[config.mk]
export PLATFORM = sky130hd
export DESIGN_NAME = add_driver
export DESIGN_NICKNAME = d
export VERILOG_FILES = /design/src/rtl/add_pkg.sv /design/src/rtl/add_scoreboard.sv /design/src/rtl/add_driver.sv
export SDC_FILE = /design/constraint.sdc
export NUM_CORES = 1
export LEC_CHECK = 0
export BUFFER_PORTS_ARGS = -buffer_cell sky130_fd_sc_hd__buf_4
export CORE_MARGIN = 4
export CORE_UTILIZATION = 45
export DETAILED_ROUTE_END_ITERATION = 8
export PLACE_DENSITY = 0.6
export SLEW_MARGIN = 15
export SYNTH_ARGS = -nofsm -noshare
export SYNTH_HDL_FRONTEND = slang
export SYNTH_SLANG_ARGS = --single-unit
[constraint.sdc]
create_clock -name clk -period 6.6 [get_ports clk]
set_input_delay 1.98 -clock clk [delete_from_list [all_inputs] [get_ports clk]]
set_output_delay 1.98 -clock clk [all_outputs]
set_load 0.1 [all_outputs]
[src/rtl/add_pkg.sv]
// Definitions shared by the add block and its stimulus driver.
package add_pkg;

  typedef enum logic [1:0] {
    ST_IDLE,
    ST_RUN,
    ST_DRAIN,
    ST_DONE
  } add_drv_state_t;

  localparam int ADD_MAGIC     = 42;
  localparam int ADD_N_DEFAULT = 5;

endpackage

[src/rtl/add_scoreboard.sv]
// Expected-result pipe aligned with add's register, plus mismatch bookkeeping.
module add_scoreboard #(
  parameter int N = 5
) (
  input  logic               clk,
  input  logic               rst,
  input  logic               i_clr,
  input  logic               i_valid,
  input  logic signed [31:0] i_value,
  input  logic [15:0]        i_idx,
  input  logic signed [31:0] i_result,
  output logic [15:0]        o_err_count,
  output logic [15:0]        o_first_err_idx
);

  logic               r_s1_valid, r_s2_valid;
  logic signed [31:0] r_s1_exp, r_s2_exp;
  logic [15:0]        r_s1_idx, r_s2_idx;
  logic [15:0]        r_err_count, r_first_err_idx;
  logic               w_mismatch;

  // Stage 1 loads alongside the driver's value register, stage 2 alongside add's result.
  assign w_mismatch = r_s2_valid && (i_result != r_s2_exp);

  always_ff @(posedge clk) begin
    if (rst) begin
      r_s1_valid      <= 1'b0;
      r_s2_valid      <= 1'b0;
      r_s1_exp        <= '0;
      r_s2_exp        <= '0;
      r_s1_idx        <= '0;
      r_s2_idx        <= '0;
      r_err_count     <= '0;
      r_first_err_idx <= 16'hFFFF;
    end else begin
      r_s1_valid <= i_valid;
      r_s1_exp   <= i_value + 32'(N);
      r_s1_idx   <= i_idx;
      r_s2_valid <= r_s1_valid;
      r_s2_exp   <= r_s1_exp;
      r_s2_idx   <= r_s1_idx;
      if (i_clr) begin
        r_err_count     <= '0;
        r_first_err_idx <= 16'hFFFF;
      end else if (w_mismatch) begin
        if (r_err_count != 16'hFFFF) r_err_count <= r_err_count + 16'd1;
        if (r_first_err_idx == 16'hFFFF) r_first_err_idx <= r_s2_idx;
      end
    end
  end

  assign o_err_count     = r_err_count;
  assign o_first_err_idx = r_first_err_idx;

endmodule

[src/rtl/add_driver.sv]
// Drives an arithmetic sequence into add and checks each result against value + N.
module add_driver
  import add_pkg::*;
#(
  parameter int                 N      = ADD_N_DEFAULT,
  parameter int                 COUNT  = 16,
  parameter logic signed [31:0] START  = 0,
  parameter logic signed [31:0] STEP   = 1,
  parameter logic signed [31:0] MAGIC  = ADD_MAGIC,
  parameter bit                 FINISH = 1'b0
) (
  input  logic               clk,
  input  logic               rst,
  input  logic               start,
  output logic signed [31:0] value,
  input  logic signed [31:0] result,
  output logic               busy,
  output logic               done,
  output logic               pass,
  output logic [15:0]        err_count,
  output logic [15:0]        first_err_idx
);

  add_drv_state_t     r_state;
  logic signed [31:0] r_value, r_last;
  logic [15:0]        r_idx;
  logic               r_busy, r_done;

  logic signed [31:0] w_v0, w_cand, w_next, w_sb_value;
  logic [15:0]        w_sb_idx;
  logic               w_start_ok, w_last_issue, w_sb_valid;

  // MAGIC is stepped over so add never sees its terminate value as stimulus.
  assign w_v0   = (START == MAGIC) ? START + STEP : START;
  assign w_cand = r_last + STEP;
  assign w_next = (w_cand == MAGIC) ? w_cand + STEP : w_cand;

  assign w_start_ok   = start && (r_state == ST_IDLE || r_state == ST_DONE);
  assign w_last_issue = (r_state == ST_RUN) && (r_idx == 16'(COUNT - 1));

  // The scoreboard sees what value is about to become, so its stages track the edge timing.
  assign w_sb_valid = w_start_ok || (r_state == ST_RUN && !w_last_issue);
  assign w_sb_value = w_start_ok ? w_v0 : w_next;
  assign w_sb_idx   = w_start_ok ? 16'd0 : r_idx + 16'd1;

  always_ff @(posedge clk) begin
    if (rst) begin
      r_state <= ST_IDLE;
      r_value <= '0;
      r_last  <= '0;
      r_idx   <= '0;
      r_busy  <= 1'b0;
      r_done  <= 1'b0;
    end else begin
      case (r_state)
        ST_IDLE, ST_DONE: begin
          r_value <= '0;
          if (start) begin
            r_state <= ST_RUN;
            r_value <= w_v0;
            r_last  <= w_v0;
            r_idx   <= '0;
            r_busy  <= 1'b1;
            r_done  <= 1'b0;
          end
        end
        ST_RUN: begin
          if (w_last_issue) begin
            r_state <= ST_DRAIN;
            r_value <= '0;
          end else begin
            r_value <= w_next;
            r_last  <= w_next;
            r_idx   <= r_idx + 16'd1;
          end
        end
        ST_DRAIN: begin
          r_state <= ST_DONE;
          r_busy  <= 1'b0;
          r_done  <= 1'b1;
          r_value <= FINISH ? MAGIC : 32'sd0;
        end
        default: r_state <= ST_IDLE;
      endcase
    end
  end

  add_scoreboard #(.N(N)) u_sb (
    .clk            (clk),
    .rst            (rst),
    .i_clr          (w_start_ok),
    .i_valid        (w_sb_valid),
    .i_value        (w_sb_value),
    .i_idx          (w_sb_idx),
    .i_result       (result),
    .o_err_count    (err_count),
    .o_first_err_idx(first_err_idx)
  );

  assign value = r_value;
  assign busy  = r_busy;
  assign done  = r_done;
  assign pass  = r_done && (err_count == 16'd0);

endmodule

==> results of run 1 <==
## layout by cell type, fill, tap and decap left out, drive strengths merged, types with 16 or more instances in the layout
cell type	synthesis	final
dfxtp	214	214
inv	14	16
buf	22	109
o31ai	16	16
nor4	29	29
nor2	174	174
a21oi	56	56
o21ai	49	49
nor3	39	39
nand4	29	29
xnor2	76	76
nand3	32	32
nand2	65	65
clkbuf	53	30
nor2b	53	53
xor2	24	24
## per-stage QoR
stage          util [%]  setup WS (ns)  hold slack [ns]
2_1_floorplan         -           2.41            0.414
3_3_place_gp       49.7           1.67            0.416
3_5_place_dp       49.7           1.57            0.424
4_1_cts            53.4           1.56            0.428
5_1_grt            53.4           1.07            0.439
6_report           53.4           1.47            0.429
## logic make-up after synthesis
kind of cell	share of synthesized area, %
AND/OR/NAND/NOR	28.6
adder cells (fa/ha/maj)	1.30
flip-flops	44.5
XOR/XNOR	9.11
AO/OA/AOI/OAI	11.3
buffers and inverters	4.08
multiplexers	1.07
## registers in the layout (all words and copies together), names as in the netlist
name	count
busy	1
done	1
r_idx	16
r_last	32
r_state	2
u_sb.o_err_count	16
u_sb.o_first_err_idx	16
u_sb.r_s1_exp	32
u_sb.r_s1_idx	16
u_sb.r_s1_valid	1
u_sb.r_s2_exp	32
u_sb.r_s2_idx	16
u_sb.r_s2_valid	1
value	32
## worst register-to-register path: cells and delay by family (launching register included)
family                     cells  cell delay (ns)
DFF                            1             0.55
xor gates and xnor gates       1             0.25
adders and majority gates      2             0.69
AOI/OAI and AO/OA              2             0.35
and+or+nand+nor                8             3.15
## where the power goes
| group | switching [W] | internal (W) | total (W) | leakage [nW] |
|---|---|---|---|---|
| Sequential | 0.0000462 | 0.00135 | 0.00140 | 1.73 |
| Clock | 0.000532 | 0.000771 | 0.00130 | 0.370 |
| Combinational | 0.000617 | 0.000200 | 0.000817 | 1.97 |
## layout make-up
class                           count  share of cell area [%]
Multi-Input combinational cell    811                    44.1
Timing Repair Buffer              109                    7.28
Sequential cell                   214                    38.1
Inverter                           15                   0.501
Clock buffer                       30                    5.71
Clock inverter                     12                    1.20
Tap cell                          275                    3.06
## routing by layer
layer  share of wire (%)  wire [um]  vias up  global-route usage (%)
met5                   0          0        -                       0
li1                    -          -     3980                       -
met4                 1.4        338        0                    4.50
met3                 5.5       1340       26                    2.88
met1                  50      12200     3736                    30.9
met2                  43      10400      183                    29.2
## path summary, 6_finish.rpt
path                                              startpoint                      endpoint  slack [ns]  cells past startpoint
worst max-delay path                  r_last[0]$_SDFFE_PP0P_  u_sb.r_s1_exp[18]$_SDFF_PP0_        1.47                     13
worst min-delay path            u_sb.r_s1_exp[19]$_SDFF_PP0_  u_sb.r_s2_exp[19]$_SDFF_PP0_        0.43                      1
worst max register to register        r_last[0]$_SDFFE_PP0P_  u_sb.r_s1_exp[18]$_SDFF_PP0_        1.47                     13
worst min register to register  u_sb.r_s1_exp[19]$_SDFF_PP0_  u_sb.r_s2_exp[19]$_SDFF_PP0_        0.43                      1
==> impl_metrics.json, run 1 <==
{
  "outcome": "finished clean",
  "finalHoldViolCount": 0,
  "final_nets": 1219,
  "drc": 0,
  "worst-path-max-fanout": 12,
  "syn_nets": 1160,
  "crit_chain": "ha_1 > nand3_1 > or3_1 > nor4_1 > o211ai_1 > or4_1 > or3_1 > xnor2_1 > nor2_1 > ha_1 > nor3_2 > o21a_1 > nor3_1",
  "grt_pass1_vias": 7257,
  "yosys.area.top_type": "dfxtp_1",
  "cts_made_buffers": 23,
  "crit_type": "flop to flop",
  "overflow": 0,
  "syn-cell-area_sq_um": 9620,
  "crit_required_ns": 6.96,
  "synth-edff-count": 0,
  "placed_cells": 1424,
  "multi_input_area_sq_um": 4960,
  "period_share_pct": 77.8,
  "gp_congestion": 0.864,
  "rows": 53,
  "pin_count": 102,
  "die_h_um": 154,
  "dieArea_sq_um": 23800,
  "power_per_cell_area_nw_per_um2": 313,
  "hp-class": "flop to flop",
  "ant_nets": 0,
  "yosysWarnings": 0,
  "dp_hpwl_um": 17200,
  "fin_cells": 1466,
  "vias": 7925,
  "tns_ns": 0,
  "syn_area_per_cell_sq_um": 8.63,
  "ys.flop_type": "dfxtp_1",
  "drive_gt1_share_pct": 15.4,
  "rsz0062_at_grt": "no",
  "postSynth.asyncResetShare_pct": 0,
  "ys_seq_area_share_pct": 44.5,
  "post-synth-top-count-cell": "dfxtp_1",
  "start_util_pct": 45.8,
  "critPathLaunchType": "flop",
  "clk_latency_ns": 0.52,
  "syn_inst": 1115,
  "p_leak_nw": 4.07,
  "ir_drop_v": 0.000195,
  "max_freq_ghz": 0.195,
  "seqCellArea_sq_um": 4280,
  "max_cap_viol_count": 0,
  "clock_sinks": 214,
  "fin_skew_ns": 0.0185,
  "yosysUniqueCellTypes": 75,
  "synth.top_cell.area_share_pct": 44.5,
  "power_w": 0.00352,
  "dr.pass1.iters": 5,
  "synthTopCellsByArea": "dfxtp_1 45%, xnor2_1 6.9%, nor2_1 6.8%",
  "ys_ff_latch": 214,
  "tritoncts": "yes",
  "crit_buf_inv": 0,
  "post_cts_resized": 0,
  "synth_commonest_cells": "214 x dfxtp_1, 173 x nor2_1, 76 x xnor2_1, 63 x nand2_1, 56 x a21oi_1",
  "crit_family": "simple AND/OR/NAND/NOR gates",
  "post_dp_cell_area_sq_um": 10500,
  "worstMarginPinSlew_ns": 1.09,
  "port_buffers": 101,
  "drt-total-wl_um": 24300,
  "routed_via_density": 5.41,
  "grt_use_total_pct": 19.9,
  "clk_pin_slew_worst_paths_ns": 0.06,
  "arrival_ns": 5.49,
  "grt_max_degree": 63,
  "design_area_sq_um": 11200,
  "ctsHoldBuffers": 0,
  "finalSetupViolations": 0,
  "slew_viol_final": 0,
  "core_area_sq_um": 21000,
  "slowest_delay_ns": 0.67,
  "clockBufferDepth": 3,
  "nFillCells": 2016,
  "cts_setup_buffers": 0,
  "grt_pass1_wl_um": 39500,
  "area_growth_pct": 16.8,
  "maxSlewHeadroom_pct": 27.1,
  "diodes": 0,
  "wl_per_cell_um": 16.6,
  "die_w_um": 154,
  "period_needed_ns": 5.13,
  "crit_path_end_kind": "flop",
  "antenna_found_initial": 0,
  "clockRootBuffer": "clkbuf_16",
  "cpMaxStageDelayCell": "nor3_2",
  "drtIter0Drc": 512,
  "htree_num_levels": 1
}
Power figures use the tool's default switching activity.
==> inputs of run 2 (changes only) <==
==> constraint.sdc (replaced) <==
create_clock -name clk -period 5 [get_ports clk]
set_input_delay 1.5 -clock clk [delete_from_list [all_inputs] [get_ports clk]]
set_output_delay 1.5 -clock clk [all_outputs]
set_load 0.1 [all_outputs]
==> run 2 against run 1 <==
  * Sequential share of layout area fell by 0.42 points
  * Power grew 35%
  * Clock skew decreased by 0.0066 ns
  * Via count is 0.29% lower
  * Maximum frequency up 13%
  * Die area unchanged
  * Setup slack got worse by 1.0 ns
  * Sequential power increased by 32%
  * Clock power is 39% higher
  * Register-to-register slack worse by 1.0 ns
  * Non-clock buffer count is 11 higher
  * Core utilization rose by 0.60 points
  * Largest cell class unchanged
==> impl_metrics.json, run 2 (synthesis gave the netlist of run 1 again) <==
{
  "period_share_pct": 91.1,
  "rows": 53,
  "layout_commonest_cell": "dfxtp_1",
  "multi_input_area_sq_um": 4960,
  "vias": 7902,
  "clock_sinks": 214,
  "cts_setup_buffers": 0,
  "critPathLaunchType": "flop",
  "pin_count": 102,
  "htree_num_levels": 1,
  "seqCellArea_sq_um": 4280,
  "design_area_sq_um": 11400,
  "clockRootBuffer": "clkbuf_16",
  "ant_nets": 0,
  "dp_hpwl_um": 17200,
  "tritoncts": "yes",
  "tns_ns": 0,
  "clockBufferDepth": 3,
  "max_cap_viol_count": 0,
  "drt-total-wl_um": 24100,
  "maxSlewHeadroom_pct": 25.7,
  "dr.pass1.iters": 6,
  "crit_type": "flop to flop",
  "post_dp_cell_area_sq_um": 10500,
  "crit_required_ns": 5.44,
  "crit_chain": "nand4_4 > or4_4 > nor3_1 > xor2_1 > or4_1 > or3_1 > xnor2_1 > nor2_1 > ha_1 > nor3_2 > buf_4 > nor4b_2 > mux2i_1",
  "finalSetupViolations": 0,
  "worstMarginPinSlew_ns": 1.11,
  "layout_common_cells": "214 x dfxtp_1, 171 x nor2_1, 120 x buf_4, 76 x xnor2_1, 63 x nand2_1",
  "core_area_sq_um": 21000,
  "place_ws_ns": 0.362,
  "fin_skew_ns": 0.0119,
  "wl_per_cell_um": 16.3,
  "rsz0062_at_grt": "no",
  "slew_viol_final": 0,
  "drive_gt1_share_pct": 16.0,
  "grt_pass1_vias": 7288,
  "cpMaxStageDelayCell": "or4_4",
  "period_needed_ns": 4.55,
  "finalHoldViolCount": 0,
  "worst-path-max-fanout": 15,
  "die_w_um": 154,
  "drc": 0,
  "clk_pin_slew_worst_paths_ns": 0.06,
  "start_util_pct": 45.8,
  "finalCoreUtilization_pct": 54.0,
  "arrival_ns": 4.99,
  "placed_cells": 1435,
  "port_buffers": 101,
  "gp_congestion": 0.889,
  "nFillCells": 2008,
  "grt_max_degree": 66,
  "p_leak_nw": 4.15,
  "crit_buf_inv": 1,
  "ir_drop_v": 0.000275,
  "antenna_found_initial": 0,
  "overflow": 0,
  "clk_latency_ns": 0.51,
  "dieArea_sq_um": 23800,
  "crit_path_end_kind": "flop",
  "routed_via_density": 5.35,
  "slowest_delay_ns": 0.67,
  "power_per_cell_area_nw_per_um2": 418,
  "final_nets": 1231,
  "diodes": 0,
  "area_growth_pct": 18.1,
  "cts_made_buffers": 24,
  "max_freq_ghz": 0.220,
  "drtIter0Drc": 595,
  "fin_cells": 1478,
  "grt_pass1_wl_um": 39700,
  "grt_use_total_pct": 20.0,
  "hp-class": "flop to flop",
  "crit_family": "simple AND/OR/NAND/NOR gates",
  "fin_ws_ns": 0.446,
  "die_h_um": 154,
  "outcome": "finished clean"
}
==> run 2: cell count changes in the layout (fill, tap and decap cells not counted), sizes merged <==
cell	change
buf	+11
bufinv	+1
clkbuf	+4
clkinvlp	-2
inv	-2
==> run 2: where the power goes <==
part           leakage (nW)  switching [W]  internal, W
Combinational          2.02       0.000824     0.000279
Clock                 0.395       0.000691      0.00111
Sequential             1.73      0.0000604      0.00179
==> run 2: path summary, 6_finish.rpt <==
kind                            cells after the start                         start                      endpoint  slack [ns]
worst min-delay path                                1  u_sb.r_s1_exp[24]$_SDFF_PP0_  u_sb.r_s2_exp[24]$_SDFF_PP0_        0.43
worst max-delay path                               13        r_last[4]$_SDFFE_PP0P_  u_sb.r_s1_exp[30]$_SDFF_PP0_        0.45
worst max register to register                     13        r_last[4]$_SDFFE_PP0P_  u_sb.r_s1_exp[30]$_SDFF_PP0_        0.45
worst min register to register                      1  u_sb.r_s1_exp[24]$_SDFF_PP0_  u_sb.r_s2_exp[24]$_SDFF_PP0_        0.43
==> run 2: metrics by stage <==
stage / hold WS, ns / power, W
3_5_place_dp: 0.420 / 0.00299
5_1_grt: 0.451 / 0.00497
2_1_floorplan: 0.414 / 0.00269
4_1_cts: 0.433 / 0.00480
3_3_place_gp: 0.421 / 0.00298
6_report: 0.432 / 0.00475
==> run 2: what timing repair did <==
| action | 4_1_cts | 5_1_grt |
|---|---|---|
| hold buffers | 0 | 0 |
| hold endpoints to repair | 0 | 0 |
| endpoints found under the setup margin | 0 | 4 |
| gates resized for setup | 0 | 1 |
==> run 2: routing by layer <==
metal | global-route usage [%] | vias up | routed length (um)
met4 | 4.67 | 0 | 366
met5 | 0 | - | 0
li1 | - | 4003 | -
met1 | 30.5 | 3674 | 12000
met2 | 29.9 | 198 | 10400
met3 | 2.66 | 27 | 1350
==> run 2: area by class of cell <==
cell class	instances	area share, %
Timing Repair Buffer	120	7.93
Tap cell	275	3.03
Clock buffer	34	6.07
Clock inverter	9	1.13
Sequential cell	214	37.7
Inverter	15	0.496
Multi-Input combinational cell	811	43.6
==> inputs of run 3 (changes only) <==
--- a/config.mk
+++ b/config.mk
@@ -7,9 +7,9 @@
 export LEC_CHECK = 0
 export BUFFER_PORTS_ARGS = -buffer_cell sky130_fd_sc_hd__buf_4
 export CORE_MARGIN = 4
-export CORE_UTILIZATION = 45
+export CORE_UTILIZATION = 59
 export DETAILED_ROUTE_END_ITERATION = 8
-export PLACE_DENSITY = 0.6
+export PLACE_DENSITY = 0.76
 export SLEW_MARGIN = 15
 export SYNTH_ARGS = -nofsm -noshare
 export SYNTH_HDL_FRONTEND = slang
==> run 3 against run 2 <==
  * Setup slack got worse by 0.24 ns
  * Non-clock buffer count fell by 7
  * Clock skew fell by 0.0030 ns
  * Sequential share of layout area rose by 0.68 points
  * Highest routed layer unchanged
  * Worst hold slack improved by 0.0023 ns
  * Power fell by 3.6%
  * Critical endpoint is now u_sb.r_s1_exp[28]$_SDFF_PP0_
==> impl_metrics.json, run 3 (synthesis gave the netlist of run 1 again) <==
{
  "finalHoldViolCount": 0,
  "timing.rr.start": "r_last[4]$_SDFFE_PP0P_",
  "finalCoreUtilization_pct": 70.0,
  "worstMarginPinSlew_ns": 1.01,
  "period_share_pct": 95.8,
  "layout_commonest_cell": "dfxtp_1",
  "clock_sinks": 214,
  "placed_cells": 1369,
  "ir_drop_v": 0.000301,
  "crit_chain": "nand4_4 > or4_4 > nor3_1 > xor2_1 > or4_1 > or3_1 > xnor2_1 > nor2_1 > ha_1 > nor3_2 > nor4_1 > nor3_1",
  "overflow": 0,
  "cp_common_cell": "nor3_1",
  "antenna_found_initial": 0,
  "post_dp_cell_area_sq_um": 10400,
  "worst-path-max-fanout": 15,
  "worst_r2r_endpoint": "u_sb.r_s1_exp[28]$_SDFF_PP0_",
  "clockRootBuffer": "clkbuf_16",
  "vias": 8007,
  "routed_via_density": 5.67,
  "pin_count": 102,
  "critPathLaunchType": "flop",
  "arrival_ns": 5.20,
  "diodes": 0,
  "period_needed_ns": 4.79,
  "crit_required_ns": 5.41,
  "cts_setup_buffers": 0,
  "cts_made_buffers": 23,
  "htree_num_levels": 1,
  "drtIter0Drc": 667,
  "area_growth_pct": 16.0,
  "die_h_um": 136,
  "nFillCells": 1305,
  "drt-total-wl_um": 23600,
  "tritoncts": "yes",
  "fin_cells": 1411,
  "startpoint": "r_last[4]$_SDFFE_PP0P_",
  "grt_pass1_wl_um": 38000,
  "design_area_sq_um": 11200,
  "crit_path_end_kind": "flop",
  "wl_per_cell_um": 16.7,
  "final_nets": 1223,
  "maxSlewHeadroom_pct": 32.4,
  "ant_nets": 0,
  "outcome": "finished clean",
  "core_area_sq_um": 15900,
  "r2r_slack_ns": 0.21,
  "crit_type": "flop to flop",
  "drc": 0,
  "slew_viol_final": 0,
  "fin_skew_ns": 0.00885,
  "r2r_cells": 12,
  "dr.pass1.iters": 5,
  "rows": 46,
  "cpMaxStageDelayCell": "or4_4",
  "ctsHoldBuffers": 0,
  "dp_hpwl_um": 16500,
  "finalSetupViolations": 0,
  "power_per_cell_area_nw_per_um2": 410,
  "crit_end": "u_sb.r_s1_exp[28]$_SDFF_PP0_",
  "rsz0062_at_grt": "yes",
  "clk_pin_slew_worst_paths_ns": 0.06,
  "max_freq_ghz": 0.209,
  "start_util_pct": 60.3,
  "hp-class": "flop to flop",
  "power_w": 0.00458,
  "clockBufferDepth": 3,
  "grt_pass1_vias": 7374,
  "drive_gt1_share_pct": 15.6,
  "slowest_delay_ns": 0.68,
  "gp_congestion": 0.908,
  "grt_max_degree": 66,
  "clk_latency_ns": 0.50,
  "die_w_um": 136,
  "p_leak_nw": 4.08,
  "grt_use_total_pct": 25.2,
  "port_buffers": 101,
  "layout_common_cells": "214 x dfxtp_1, 171 x nor2_1, 113 x buf_4, 76 x xnor2_1, 63 x nand2_1",
  "dieArea_sq_um": 18400,
  "max_cap_viol_count": 0
}
==> run 3: routing by layer <==
metal	wire length (um)	vias up	track usage (%)
li1	-	3983	-
met1	11000	3732	36.8
met2	10500	259	39.1
met3	1780	33	4.75
met4	345	0	5.71
met5	0	-	0
==> run 3: critical path, delay by kind of cell (launching register included) <==
kind | cells | cell delay [ns]
flops | 1 | 0.53
simple gates | 9 | 3.38
fa+ha+maj | 1 | 0.30
xor+xnor | 2 | 0.49
==> run 3: what timing repair did <==
action / in CTS / in global routing
endpoints found under the hold margin: 0 / 0
endpoints found under the setup margin: 0 / 6
resized for setup: 0 / 0
==> run 3: worst min-delay path by stage <==
| stage | startpoint | end | slack (ns) | depth (start not counted) |
|---|---|---|---|---|
| after floorplan | u_sb.r_s1_exp[0]$_SDFF_PP0_ | u_sb.r_s2_exp[0]$_SDFF_PP0_ | 0.41 | 1 |
| after CTS | u_sb.r_s1_idx[2]$_SDFF_PP0_ | u_sb.r_s2_idx[2]$_SDFF_PP0_ | 0.44 | 1 |
| after detailed placement | u_sb.r_s1_idx[2]$_SDFF_PP0_ | u_sb.r_s2_idx[2]$_SDFF_PP0_ | 0.42 | 1 |
| after global routing | u_sb.r_s1_idx[2]$_SDFF_PP0_ | u_sb.r_s2_idx[2]$_SDFF_PP0_ | 0.44 | 1 |
| final | u_sb.r_s1_exp[27]$_SDFF_PP0_ | u_sb.r_s2_exp[27]$_SDFF_PP0_ | 0.43 | 1 |
| after global placement | u_sb.r_s1_idx[1]$_SDFF_PP0_ | u_sb.r_s2_idx[1]$_SDFF_PP0_ | 0.42 | 1 |
==> run 3: cell type report <==
cell class                 instances  area (sq um)  area share (%)
inverter                          15          56.3           0.504
clock buffer                      32           659            5.91
clock inverter                    10          93.8           0.841
tap                              216           270            2.42
multi-input combinational        811          4950            44.3
sequential                       214          4280            38.4
timing repair buffer             113           848            7.60
==> run 3: through the flow <==
stage	worst slack [ns]	TNS (ns)	hold WS (ns)
floorplan	0.809	0	0.414
global placement	0.439	0	0.420
detailed placement	0.264	0	0.423
CTS	0.232	0	0.436
global route	-0.0713	-0.216	0.443
finish	0.210	0	0.434
==> run 3: where the power goes <==
group          switching, W  internal, W  total (W)  leakage [nW]
Combinational      0.000821     0.000261    0.00108          1.99
Sequential        0.0000615      0.00178    0.00185          1.73
Clock              0.000672     0.000980    0.00165         0.364
